File: config.mk
export PLATFORM = sky130hd
export DESIGN_NAME = axi_lite_initiator_flat
export DESIGN_NICKNAME = d
export VERILOG_FILES = /design/src/rtl/axi_lite_pkg.sv /design/src/rtl/axi_lite_initiator_if.sv /design/src/rtl/axi_lite_watchdog.sv /design/src/rtl/axi_lite_initiator.sv /design/src/flat_wrapper.sv
export SDC_FILE = /design/constraint.sdc
export NUM_CORES = 1
export LEC_CHECK = 0
export CAP_MARGIN = 15
export CORE_MARGIN = 2
export CORE_UTILIZATION = 43
export CTS_CLUSTER_SIZE = 25
export DETAILED_ROUTE_END_ITERATION = 10
export GPL_TIMING_DRIVEN = 0
export MAX_ROUTING_LAYER = met4
export PLACE_DENSITY = 0.81
export SLEW_MARGIN = 30
export SYNTH_ARGS = -nofsm -noshare
export SYNTH_HDL_FRONTEND = slang
export SYNTH_SLANG_ARGS = --single-unit
File: constraint.sdc
create_clock -name ACLK -period 2.4 [get_ports ACLK]
set_clock_uncertainty 0.1 [all_clocks]
set_input_delay 0.48 -clock ACLK [delete_from_list [all_inputs] [get_ports ACLK]]
set_output_delay 0.48 -clock ACLK [all_outputs]
set_load 0.005 [all_outputs]
File: src/rtl/axi_lite_pkg.sv
// ---------------------------------------------------------------------------
// axi_lite_pkg
// Shared AXI4-Lite definitions for the initiator and the register slaves.
//   - Default address/data widths.
//   - BRESP/RRESP response codes.
//   - State encoding of the axi_lite_initiator FSM. The state is also
//     brought out on the initiator's dbg_state_o port.
// ---------------------------------------------------------------------------
package axi_lite_pkg;

    localparam int AXI_ADDR_W = 32;
    localparam int AXI_DATA_W = 32;

    localparam logic [1:0] RESP_OKAY   = 2'b00;
    localparam logic [1:0] RESP_EXOKAY = 2'b01;
    localparam logic [1:0] RESP_SLVERR = 2'b10;
    localparam logic [1:0] RESP_DECERR = 2'b11;

    typedef enum logic [2:0] {
        ST_IDLE    = 3'd0,
        ST_WR_REQ  = 3'd1,
        ST_WR_RESP = 3'd2,
        ST_RD_REQ  = 3'd3,
        ST_RD_RESP = 3'd4,
        ST_RSP     = 3'd5
    } init_state_e;

endpackage

File: src/rtl/axi_lite_initiator_if.sv
// ---------------------------------------------------------------------------
// axi_lite_initiator_if
// AXI4-Lite bus between one initiator and one slave. It carries the five
// channels AW, W, B, AR and R.
//   master modport : drives AW/W/AR payload and VALIDs, and BREADY/RREADY
//   slave  modport : drives AWREADY/WREADY/ARREADY, and the B/R payload and
//                    VALIDs
//
// Handshake rule on every channel:
//   A transfer happens on a rising ACLK edge where VALID and READY are both
//   high. Once VALID is raised it stays high, and its payload stays stable,
//   until that edge. READY may be raised or lowered freely.
// ---------------------------------------------------------------------------
interface axi_lite_initiator_if #(
    parameter int ADDR_W = 32,
    parameter int DATA_W = 32
);
    logic [ADDR_W-1:0]   AWADDR;
    logic                AWVALID;
    logic                AWREADY;
    logic [DATA_W-1:0]   WDATA;
    logic [DATA_W/8-1:0] WSTRB;
    logic                WVALID;
    logic                WREADY;
    logic [1:0]          BRESP;
    logic                BVALID;
    logic                BREADY;
    logic [ADDR_W-1:0]   ARADDR;
    logic                ARVALID;
    logic                ARREADY;
    logic [DATA_W-1:0]   RDATA;
    logic [1:0]          RRESP;
    logic                RVALID;
    logic                RREADY;

    modport master (
        output AWADDR, AWVALID, input AWREADY,
        output WDATA, WSTRB, WVALID, input WREADY,
        input  BRESP, BVALID, output BREADY,
        output ARADDR, ARVALID, input ARREADY,
        input  RDATA, RRESP, RVALID, output RREADY
    );

    modport slave (
        input  AWADDR, AWVALID, output AWREADY,
        input  WDATA, WSTRB, WVALID, output WREADY,
        output BRESP, BVALID, input BREADY,
        input  ARADDR, ARVALID, output ARREADY,
        output RDATA, RRESP, RVALID, input RREADY
    );
endinterface

File: src/rtl/axi_lite_watchdog.sv
// ---------------------------------------------------------------------------
// axi_lite_watchdog
// Saturating counter of outstanding cycles, with a sticky timeout flag.
//   clk_i, rst_ni : clock, asynchronous active-low reset
//   start_i       : clears the counter (command handshake)
//   run_i         : count this cycle (a transaction is outstanding)
//   clr_i         : clears err_o; loses to a timeout event in the same cycle
//   err_o         : sticky flag. It rises after TIMEOUT counted cycles.
// ---------------------------------------------------------------------------
module axi_lite_watchdog #(
    parameter int TIMEOUT = 256
) (
    input  logic clk_i,
    input  logic rst_ni,
    input  logic start_i,
    input  logic run_i,
    input  logic clr_i,
    output logic err_o
);
    localparam int              CNT_W = $clog2(TIMEOUT + 1);
    localparam logic [CNT_W-1:0] LAST = CNT_W'(TIMEOUT - 1);
    localparam logic [CNT_W-1:0] SAT  = CNT_W'(TIMEOUT);
    localparam logic [CNT_W-1:0] ONE  = CNT_W'(1);

    logic [CNT_W-1:0] cnt_q;
    logic             err_q;
    logic             fire;

    // The event fires on the increment that takes the count to TIMEOUT.
    // After that the counter parks at SAT, so the event happens only once
    // per transaction.
    assign fire = run_i && !start_i && (cnt_q == LAST);

    always_ff @(posedge clk_i or negedge rst_ni) begin
        if (!rst_ni) begin
            cnt_q <= '0;
            err_q <= 1'b0;
        end else begin
            if (start_i) begin
                cnt_q <= '0;
            end else if (run_i && (cnt_q != SAT)) begin
                cnt_q <= cnt_q + ONE;
            end

            if (fire) begin
                err_q <= 1'b1;
            end else if (clr_i) begin
                err_q <= 1'b0;
            end
        end
    end

    assign err_o = err_q;

endmodule

File: src/rtl/axi_lite_initiator.sv
// ---------------------------------------------------------------------------
// axi_lite_initiator
// AXI4-Lite master. It turns single-beat commands into AXI4-Lite read or
// write transactions, with one transaction outstanding at a time.
//   ACLK, ARESETN  : clock, asynchronous active-low reset
//   cmd_*          : command port (valid/ready). cmd_ready is high only
//                    in IDLE.
//   rsp_*          : response port. Held stable from rsp_valid until
//                    rsp_ready.
//   timeout_err    : sticky watchdog flag; timeout_clr clears it
//   dbg_state_o    : current FSM state
//   axi            : AXI4-Lite master side. All outputs come from flops.
// ---------------------------------------------------------------------------
module axi_lite_initiator
    import axi_lite_pkg::*;
#(
    parameter int ADDR_W  = AXI_ADDR_W,
    parameter int DATA_W  = AXI_DATA_W,   // 32 or 64
    parameter int TIMEOUT = 256           // >= 2
) (
    input  logic                ACLK,
    input  logic                ARESETN,

    input  logic                cmd_valid,
    output logic                cmd_ready,
    input  logic                cmd_write,
    input  logic [ADDR_W-1:0]   cmd_addr,
    input  logic [DATA_W-1:0]   cmd_wdata,
    input  logic [DATA_W/8-1:0] cmd_wstrb,

    output logic                rsp_valid,
    input  logic                rsp_ready,
    output logic                rsp_write,
    output logic [DATA_W-1:0]   rsp_rdata,
    output logic [1:0]          rsp_resp,

    output logic                timeout_err,
    input  logic                timeout_clr,

    output init_state_e         dbg_state_o,

    axi_lite_initiator_if.master axi
);
    localparam int STRB_W = DATA_W / 8;

    init_state_e       state_q;
    logic              cmd_ready_q;
    logic [ADDR_W-1:0] awaddr_q;
    logic [DATA_W-1:0] wdata_q;
    logic [STRB_W-1:0] wstrb_q;
    logic              awvalid_q;
    logic              wvalid_q;
    logic              bready_q;
    logic [ADDR_W-1:0] araddr_q;
    logic              arvalid_q;
    logic              rready_q;
    logic              aw_done_q;
    logic              w_done_q;
    logic              rsp_valid_q;
    logic              rsp_write_q;
    logic [DATA_W-1:0] rsp_rdata_q;
    logic [1:0]        rsp_resp_q;

    logic cmd_hs, rsp_hs, aw_hs, w_hs, b_hs, ar_hs, r_hs;
    logic aw_done_d, w_done_d;
    logic outstanding;

    // Each handshake is qualified by our own registered VALID/READY. This
    // is why a B/R beat arriving outside its state has no effect.
    assign cmd_hs = cmd_ready_q & cmd_valid;
    assign rsp_hs = rsp_valid_q & rsp_ready;
    assign aw_hs  = awvalid_q   & axi.AWREADY;
    assign w_hs   = wvalid_q    & axi.WREADY;
    assign b_hs   = bready_q    & axi.BVALID;
    assign ar_hs  = arvalid_q   & axi.ARREADY;
    assign r_hs   = rready_q    & axi.RVALID;

    // AW and W can complete in any order. A channel counts as done if it
    // finished earlier or is finishing this cycle.
    assign aw_done_d = aw_done_q | aw_hs;
    assign w_done_d  = w_done_q  | w_hs;

    assign outstanding = (state_q == ST_WR_REQ)  || (state_q == ST_WR_RESP) ||
                         (state_q == ST_RD_REQ)  || (state_q == ST_RD_RESP);

    always_ff @(posedge ACLK or negedge ARESETN) begin
        if (!ARESETN) begin
            state_q     <= ST_IDLE;
            cmd_ready_q <= 1'b1;
            awaddr_q    <= '0;
            wdata_q     <= '0;
            wstrb_q     <= '0;
            awvalid_q   <= 1'b0;
            wvalid_q    <= 1'b0;
            bready_q    <= 1'b0;
            araddr_q    <= '0;
            arvalid_q   <= 1'b0;
            rready_q    <= 1'b0;
            aw_done_q   <= 1'b0;
            w_done_q    <= 1'b0;
            rsp_valid_q <= 1'b0;
            rsp_write_q <= 1'b0;
            rsp_rdata_q <= '0;
            rsp_resp_q  <= RESP_OKAY;
        end else begin
            case (state_q)
                ST_IDLE: begin
                    if (cmd_hs) begin
                        cmd_ready_q <= 1'b0;
                        if (cmd_write) begin
                            awaddr_q  <= cmd_addr;
                            wdata_q   <= cmd_wdata;
                            wstrb_q   <= cmd_wstrb;
                            awvalid_q <= 1'b1;
                            wvalid_q  <= 1'b1;
                            aw_done_q <= 1'b0;
                            w_done_q  <= 1'b0;
                            state_q   <= ST_WR_REQ;
                        end else begin
                            araddr_q  <= cmd_addr;
                            arvalid_q <= 1'b1;
                            state_q   <= ST_RD_REQ;
                        end
                    end
                end

                ST_WR_REQ: begin
                    if (aw_hs) awvalid_q <= 1'b0;
                    if (w_hs)  wvalid_q  <= 1'b0;
                    aw_done_q <= aw_done_d;
                    w_done_q  <= w_done_d;
                    if (aw_done_d && w_done_d) begin
                        bready_q <= 1'b1;
                        state_q  <= ST_WR_RESP;
                    end
                end

                ST_WR_RESP: begin
                    if (b_hs) begin
                        bready_q    <= 1'b0;
                        rsp_valid_q <= 1'b1;
                        rsp_write_q <= 1'b1;
                        rsp_rdata_q <= '0;
                        rsp_resp_q  <= axi.BRESP;
                        state_q     <= ST_RSP;
                    end
                end

                ST_RD_REQ: begin
                    if (ar_hs) begin
                        arvalid_q <= 1'b0;
                        rready_q  <= 1'b1;
                        state_q   <= ST_RD_RESP;
                    end
                end

                ST_RD_RESP: begin
                    if (r_hs) begin
                        rready_q    <= 1'b0;
                        rsp_valid_q <= 1'b1;
                        rsp_write_q <= 1'b0;
                        rsp_rdata_q <= axi.RDATA;
                        rsp_resp_q  <= axi.RRESP;
                        state_q     <= ST_RSP;
                    end
                end

                ST_RSP: begin
                    if (rsp_hs) begin
                        rsp_valid_q <= 1'b0;
                        cmd_ready_q <= 1'b1;
                        state_q     <= ST_IDLE;
                    end
                end

                default: begin
                    state_q     <= ST_IDLE;
                    cmd_ready_q <= 1'b1;
                end
            endcase
        end
    end

    // The watchdog only raises a flag. It never aborts the transaction, so
    // every VALID stays up until its handshake.
    axi_lite_watchdog #(
        .TIMEOUT (TIMEOUT)
    ) u_watchdog (
        .clk_i   (ACLK),
        .rst_ni  (ARESETN),
        .start_i (cmd_hs),
        .run_i   (outstanding),
        .clr_i   (timeout_clr),
        .err_o   (timeout_err)
    );

    assign cmd_ready   = cmd_ready_q;
    assign rsp_valid   = rsp_valid_q;
    assign rsp_write   = rsp_write_q;
    assign rsp_rdata   = rsp_rdata_q;
    assign rsp_resp    = rsp_resp_q;
    assign dbg_state_o = state_q;

    assign axi.AWADDR  = awaddr_q;
    assign axi.AWVALID = awvalid_q;
    assign axi.WDATA   = wdata_q;
    assign axi.WSTRB   = wstrb_q;
    assign axi.WVALID  = wvalid_q;
    assign axi.BREADY  = bready_q;
    assign axi.ARADDR  = araddr_q;
    assign axi.ARVALID = arvalid_q;
    assign axi.RREADY  = rready_q;

endmodule

File: src/flat_wrapper.sv
// flat-port wrapper written by rule: the top's interface ports become plain ports
module axi_lite_initiator_flat import axi_lite_pkg::*;
#(
    parameter int ADDR_W  = AXI_ADDR_W,
    parameter int DATA_W  = AXI_DATA_W,              
    parameter int TIMEOUT = 256                  
)
  (ACLK, ARESETN, cmd_valid, cmd_ready, cmd_write, cmd_addr, cmd_wdata, cmd_wstrb, rsp_valid, rsp_ready, rsp_write, rsp_rdata, rsp_resp, timeout_err, timeout_clr, dbg_state_o, axi_AWADDR, axi_AWVALID, axi_AWREADY, axi_WDATA, axi_WSTRB, axi_WVALID, axi_WREADY, axi_BRESP, axi_BVALID, axi_BREADY, axi_ARADDR, axi_ARVALID, axi_ARREADY, axi_RDATA, axi_RRESP, axi_RVALID, axi_RREADY);
  axi_lite_initiator_if #(.ADDR_W(ADDR_W), .DATA_W(DATA_W)) axi_i ();
  input  logic ACLK;
  input  logic ARESETN;
  input  logic cmd_valid;
  output logic cmd_ready;
  input  logic cmd_write;
  input  logic [ADDR_W-1:0] cmd_addr;
  input  logic [DATA_W-1:0] cmd_wdata;
  input  logic [DATA_W/8-1:0] cmd_wstrb;
  output logic rsp_valid;
  input  logic rsp_ready;
  output logic rsp_write;
  output logic [DATA_W-1:0] rsp_rdata;
  output logic [1:0] rsp_resp;
  output logic timeout_err;
  input  logic timeout_clr;
  output init_state_e dbg_state_o;
  output wire logic [$bits(axi_i.AWADDR)-1:0] axi_AWADDR;
  output wire logic [$bits(axi_i.AWVALID)-1:0] axi_AWVALID;
  input wire logic [$bits(axi_i.AWREADY)-1:0] axi_AWREADY;
  output wire logic [$bits(axi_i.WDATA)-1:0] axi_WDATA;
  output wire logic [$bits(axi_i.WSTRB)-1:0] axi_WSTRB;
  output wire logic [$bits(axi_i.WVALID)-1:0] axi_WVALID;
  input wire logic [$bits(axi_i.WREADY)-1:0] axi_WREADY;
  input wire logic [$bits(axi_i.BRESP)-1:0] axi_BRESP;
  input wire logic [$bits(axi_i.BVALID)-1:0] axi_BVALID;
  output wire logic [$bits(axi_i.BREADY)-1:0] axi_BREADY;
  output wire logic [$bits(axi_i.ARADDR)-1:0] axi_ARADDR;
  output wire logic [$bits(axi_i.ARVALID)-1:0] axi_ARVALID;
  input wire logic [$bits(axi_i.ARREADY)-1:0] axi_ARREADY;
  input wire logic [$bits(axi_i.RDATA)-1:0] axi_RDATA;
  input wire logic [$bits(axi_i.RRESP)-1:0] axi_RRESP;
  input wire logic [$bits(axi_i.RVALID)-1:0] axi_RVALID;
  output wire logic [$bits(axi_i.RREADY)-1:0] axi_RREADY;
  assign axi_AWADDR = axi_i.AWADDR;
  assign axi_AWVALID = axi_i.AWVALID;
  assign axi_i.AWREADY = axi_AWREADY;
  assign axi_WDATA = axi_i.WDATA;
  assign axi_WSTRB = axi_i.WSTRB;
  assign axi_WVALID = axi_i.WVALID;
  assign axi_i.WREADY = axi_WREADY;
  assign axi_i.BRESP = axi_BRESP;
  assign axi_i.BVALID = axi_BVALID;
  assign axi_BREADY = axi_i.BREADY;
  assign axi_ARADDR = axi_i.ARADDR;
  assign axi_ARVALID = axi_i.ARVALID;
  assign axi_i.ARREADY = axi_ARREADY;
  assign axi_i.RDATA = axi_RDATA;
  assign axi_i.RRESP = axi_RRESP;
  assign axi_i.RVALID = axi_RVALID;
  assign axi_RREADY = axi_i.RREADY;
  axi_lite_initiator #(.ADDR_W(ADDR_W), .DATA_W(DATA_W), .TIMEOUT(TIMEOUT)) u_core (.ACLK(ACLK), .ARESETN(ARESETN), .cmd_valid(cmd_valid), .cmd_ready(cmd_ready), .cmd_write(cmd_write), .cmd_addr(cmd_addr), .cmd_wdata(cmd_wdata), .cmd_wstrb(cmd_wstrb), .rsp_valid(rsp_valid), .rsp_ready(rsp_ready), .rsp_write(rsp_write), .rsp_rdata(rsp_rdata), .rsp_resp(rsp_resp), .timeout_err(timeout_err), .timeout_clr(timeout_clr), .dbg_state_o(dbg_state_o), .axi(axi_i));
endmodule
==> results <==
- The worst path buffer plus inverter count is 2.
- The number of warning messages in the yosys log is 0.
- For this design, the slowest cell found on the critical path is sky130_fd_sc_hd__clkdlybuf4s50_1.
- In the layout the commonest cells are 259 x sky130_fd_sc_hd__clkdlybuf4s50_1, 156 x sky130_fd_sc_hd__dfrtp_1, 98 x sky130_fd_sc_hd__mux2_2.
- 261 I/O pins were placed.
- Setup total negative slack on the finished layout was measured at 0 ps.
- The violation count after the first detailed-routing iteration is 253.
- The number of global-route vias before repair is 4988.
- Using the TritonRoute via totals, the vias-per-cell ratio works out to 5.065.
- The number of cells traversed by the worst hold path is 2.
- Detailed placement finished with a half-perimeter wire length of 12430 um.
- The starting density of the core is 0.4422.
- The area growth from synthesis to layout is 56.41%.
- For the worst setup path, the data required time is 2600 ps.
- For the worst flop-to-flop path, the logic depth is 4.
- IR analysis of the VDD net gives a maximum drop of 0.5831 mV.
- The clock tree root buffer cell is sky130_fd_sc_hd__clkbuf_16.
- During placement, the flow inserted port buffers numbering 260.
- The clock input transition at the sequential cells of the worst setup and hold paths is 60 ps.
- The initial antenna violation count is 0.
- The total setup violations reported at the end of the flow is 0.
- The CTS tree is done.
- The via count of the routed design is 4604.
- The pin count of the biggest net entering global routing is 90.
- The final layout contains 834 nets.
- The number of nets in the synthesized netlist is 553.
- The global routing stage identified its most utilized layer as met2.
- Of the post-synthesis cell area, the dominant cell type holds 0.6311.
- Once placement completed, the tool counted placed cells totaling 876.
- The smallest clock period supported by the final layout is computed as 2171 ps.
- The sink count of the clock tree is 157.
- The transition time at the pin with the least slew margin is 603.8 ps.
- In the final layout, the share of cells above drive strength 1 is 0.2071.
- The critical path's top delay family is buffers and inverters.
- The cell type with the largest total area after synthesis is sky130_fd_sc_hd__dfrtp_1.
- The setup slack of the most critical reg-to-reg path is 230 ps.
- After global routing the overflow that remains totals 0.
- The critical path goes through clkdlybuf4s50_1 -> nand2_1 -> nor4_4 -> buf_6 -> mux2_2.
- The top flip-flop cell by instance count after synthesis is sky130_fd_sc_hd__dfrtp_1.
- In this run the critical register-to-register path is launched from u_core.dbg_state_o[0].
- The area taken by multi-input logic gates is 2111 um2.
- The category of the most critical setup path is in2reg.
- The H-tree was split into 4 levels.
- The number of enable flip-flop cells after synthesis is 0.
- The data arrival at the endpoint of the critical path is 2370 ps.
- The wire length per cell after detailed routing is 18.45 um.
- The first-pass GRT wire length is 25250 um.
- The library cell used most frequently in the layout, excluding fill and tap cells, is sky130_fd_sc_hd__clkdlybuf4s50_1.
- The top fanout value on the critical path is 10.
- Synthesis instantiated 48 different standard cells from the library.
- For met3 alone, demand over resource in global routing was 0.06548.
- The congestion estimate from routability-driven global placement came to 0.8048.
- The period utilization is 0.9047.
- The sequential share of the synthesized area is 0.6353.
- The startpoint identified for the worst hold timing path is u_core.rsp_resp[1].
- Setup repair after global routing left no endpoint under its margin.
- The total die area is 15360 um2.
- The residual DRC count is 0.
- The leakage power is 4.313 nW.
- Static timing analysis puts the maximum clock frequency at 0.4606 GHz.
- In this run the cell area of the synthesized design comes to 6186 um2.
- From bottom edge to top edge, the die measures 123.9 um.
- The worst slack after detailed placement is -194.3 ps.
- The final-report max-slew violation count is 0.
- The final routed wirelength across all metal layers is 16780 um.
- The layout filler cell count is 1017.
- Power spread over the standard cell area amounts to 1094 nW/um2.
- Clock tree synthesis inserted a total of 17 buffers.
- The post-synthesis register bit count is 157.
- The floorplan step set the die width to 123.9 um.
- The endpoint of the lowest-slack register-to-register path is u_core.axi.ARADDR[8].
- The run finished with clean final reports.
- The pre-antenna-repair detailed-routing pass consisted of 4 iterations.
- The longest clock path from root to sink contains 2 buffers.
- The synthesized area divided by synthesized cell count is 14.22 um2.
- The worst setup path is captured at a flop.
- The detail route stage leaves a number of antenna-violating nets equal to 0.
- For hold timing, the worst endpoint is u_core.rsp_resp[1].
- The met2 track demand over resource in global routing is 0.3795.
- The post-cts repair resize count is 0.
- The final hold violation count is 0.
- The number of core rows is 43.
- The worst hold path belongs to the class reg2reg.
- The total area of sequential cells is 3930 um2.
- The relative max-transition margin is 0.5945.
- Excluding fillers, the count of instances in the completed layout stands at 909.
- On the worst path, the slowest cell contributes a delay of 520 ps.
- The number of antenna diodes in the final layout is 0.
- Buffers added to address setup during post-CTS repair amount to 0.
- The worst setup path is launched from an input pin.
- The met1 track demand over resource in global routing is 0.2577.
- The core footprint is 13990 um2.
- Once routing completed, OpenROAD measured the worst setup slack at 228.7 ps.
- The latest clock arrival within the worst-skew pair is 420 ps.
- Ranked by total cell area, the synthesized netlist is headed by sky130_fd_sc_hd__dfrtp_1 63%, sky130_fd_sc_hd__mux2_2 18%, sky130_fd_sc_hd__a22o_1 4.5%, sky130_fd_sc_hd__nand2_1 1.6%, sky130_fd_sc_hd__buf_2 1.1%.
- Of all flip-flops after synthesis, the portion carrying an async set or reset was 1.000.
- The tightest hold path in the finished design has a slack of 388.7 ps.
- The total of max-cap violations is 0.
- In the global route stage, overall resource usage came out at 0.2280.
- Synthesis produced 435 cells.
## worst max-delay path by stage
stage / startpoint / end / slack (ps) / depth (start not counted)
after floorplan: u_core.dbg_state_o[0] / u_core.axi.ARADDR[0] / 540 / 4
after global placement: ARESETN / u_core.rsp_rdata[5] / -5220 / 1
after detailed placement: cmd_valid / u_core.axi.ARADDR[8] / -190 / 5
after CTS: u_core.dbg_state_o[0] / u_core.axi.ARADDR[11] / 220 / 4
final: cmd_valid / u_core.axi.ARADDR[8] / 230 / 5
after global routing: u_core.cmd_ready / u_core.axi.ARADDR[8] / 150 / 4
## per-layer routing
layer	up-vias	part of all wire	wire length, um
li1	2126	-	-
met1	2276	0.39	6587
met2	177	0.52	8674
met3	25	0.067	1117
met4	0	0.024	396
met5	-	0	0
## registers in the layout, indices dropped and copies added, names as in the netlist
register	flops
u_core.axi.BREADY	1
u_core.cmd_ready	1
u_core.axi.ARADDR	32
u_core.u_watchdog.err_o	1
u_core.u_watchdog.cnt_q	9
u_core.rsp_write	1
u_core.w_done_q	1
u_core.rsp_resp	2
u_core.axi.WSTRB	4
u_core.axi.RREADY	1
u_core.axi.WDATA	32
u_core.axi.WVALID	1
u_core.axi.AWVALID	1
u_core.axi.ARVALID	1
u_core.aw_done_q	1
u_core.dbg_state_o	3
u_core.rsp_rdata	32
u_core.axi.AWADDR	32
u_core.rsp_valid	1
## cells by family (layout without fill, tap and decap cells)
family	Yosys count	count (layout)	share of synthesized area
adders and majority gates	3	3	0.006069
and+or+nand+nor	74	74	0.06190
DFF	157	157	0.6353
buffers and inverters	28	322	0.02346
muxes	103	103	0.1869
AOI/OAI and AO/OA	68	68	0.08354
xor gates and xnor gates	2	2	0.002832
## area by class of cell
cell class	count	share of cell area
tap	180	0.02328
multi-input combinational	250	0.2182
sequential	157	0.4062
buffer	22	0.01267
inverter	6	0.002328
timing repair buffer	262	0.2734
clock inverter	11	0.01746
clock buffer	21	0.04655
## where the power goes
| group | internal, mW | leakage (nW) | total [mW] | switching, mW |
|---|---|---|---|---|
| Clock | 1.77 | 0.289 | 2.82 | 1.05 |
| Combinational | 2.39 | 1.97 | 3.70 | 1.32 |
| Sequential | 3.54 | 2.05 | 4.06 | 0.525 |
| Total | 7.69 | 4.31 | 10.6 | 2.90 |
## synth_stat cells, types with 2 or more instances
library cell,count
sky130_fd_sc_hd__nor2_1,15
sky130_fd_sc_hd__a22o_1,32
sky130_fd_sc_hd__and3_1,3
sky130_fd_sc_hd__mux2i_1,3
sky130_fd_sc_hd__inv_1,6
sky130_fd_sc_hd__mux2_2,98
sky130_fd_sc_hd__and2_1,2
sky130_fd_sc_hd__nand4_1,2
sky130_fd_sc_hd__nor3_1,2
sky130_fd_sc_hd__clkbuf_1,4
sky130_fd_sc_hd__nand3b_1,3
sky130_fd_sc_hd__buf_2,14
sky130_fd_sc_hd__a21oi_1,13
sky130_fd_sc_hd__nand2b_1,3
sky130_fd_sc_hd__nor2b_1,2
sky130_fd_sc_hd__nand3_1,6
sky130_fd_sc_hd__nand2_1,26
sky130_fd_sc_hd__mux2_1,2
sky130_fd_sc_hd__a31oi_1,5
sky130_fd_sc_hd__buf_6,3
sky130_fd_sc_hd__dfrtp_1,156
sky130_fd_sc_hd__nand4b_1,2
sky130_fd_sc_hd__xnor2_1,2
sky130_fd_sc_hd__o21ai_0,5
sky130_fd_sc_hd__ha_1,3
## worst min-delay path, cell delays in order (launching register included)
cell	delay, ps
sky130_fd_sc_hd__dfrtp_1	340
sky130_fd_sc_hd__nand2_1	50
sky130_fd_sc_hd__o21ai_0	60
## stage by stage
step	cell area (um2)	power (mW)	utilization
2_1_floorplan	6186	5.452	-
3_3_place_gp	9014	7.641	0.6444
3_5_place_dp	9046	7.821	0.6467
4_1_cts	9676	10.68	0.6917
5_1_grt	9676	11.17	0.6917
6_report	9676	10.58	0.6917
## timing repair
action,CTS,global route
endpoints found under the setup margin,0,0
endpoints found under the hold margin,68,0
hold buffers,1,0
Note: power is estimated with default switching activity, not from simulation.
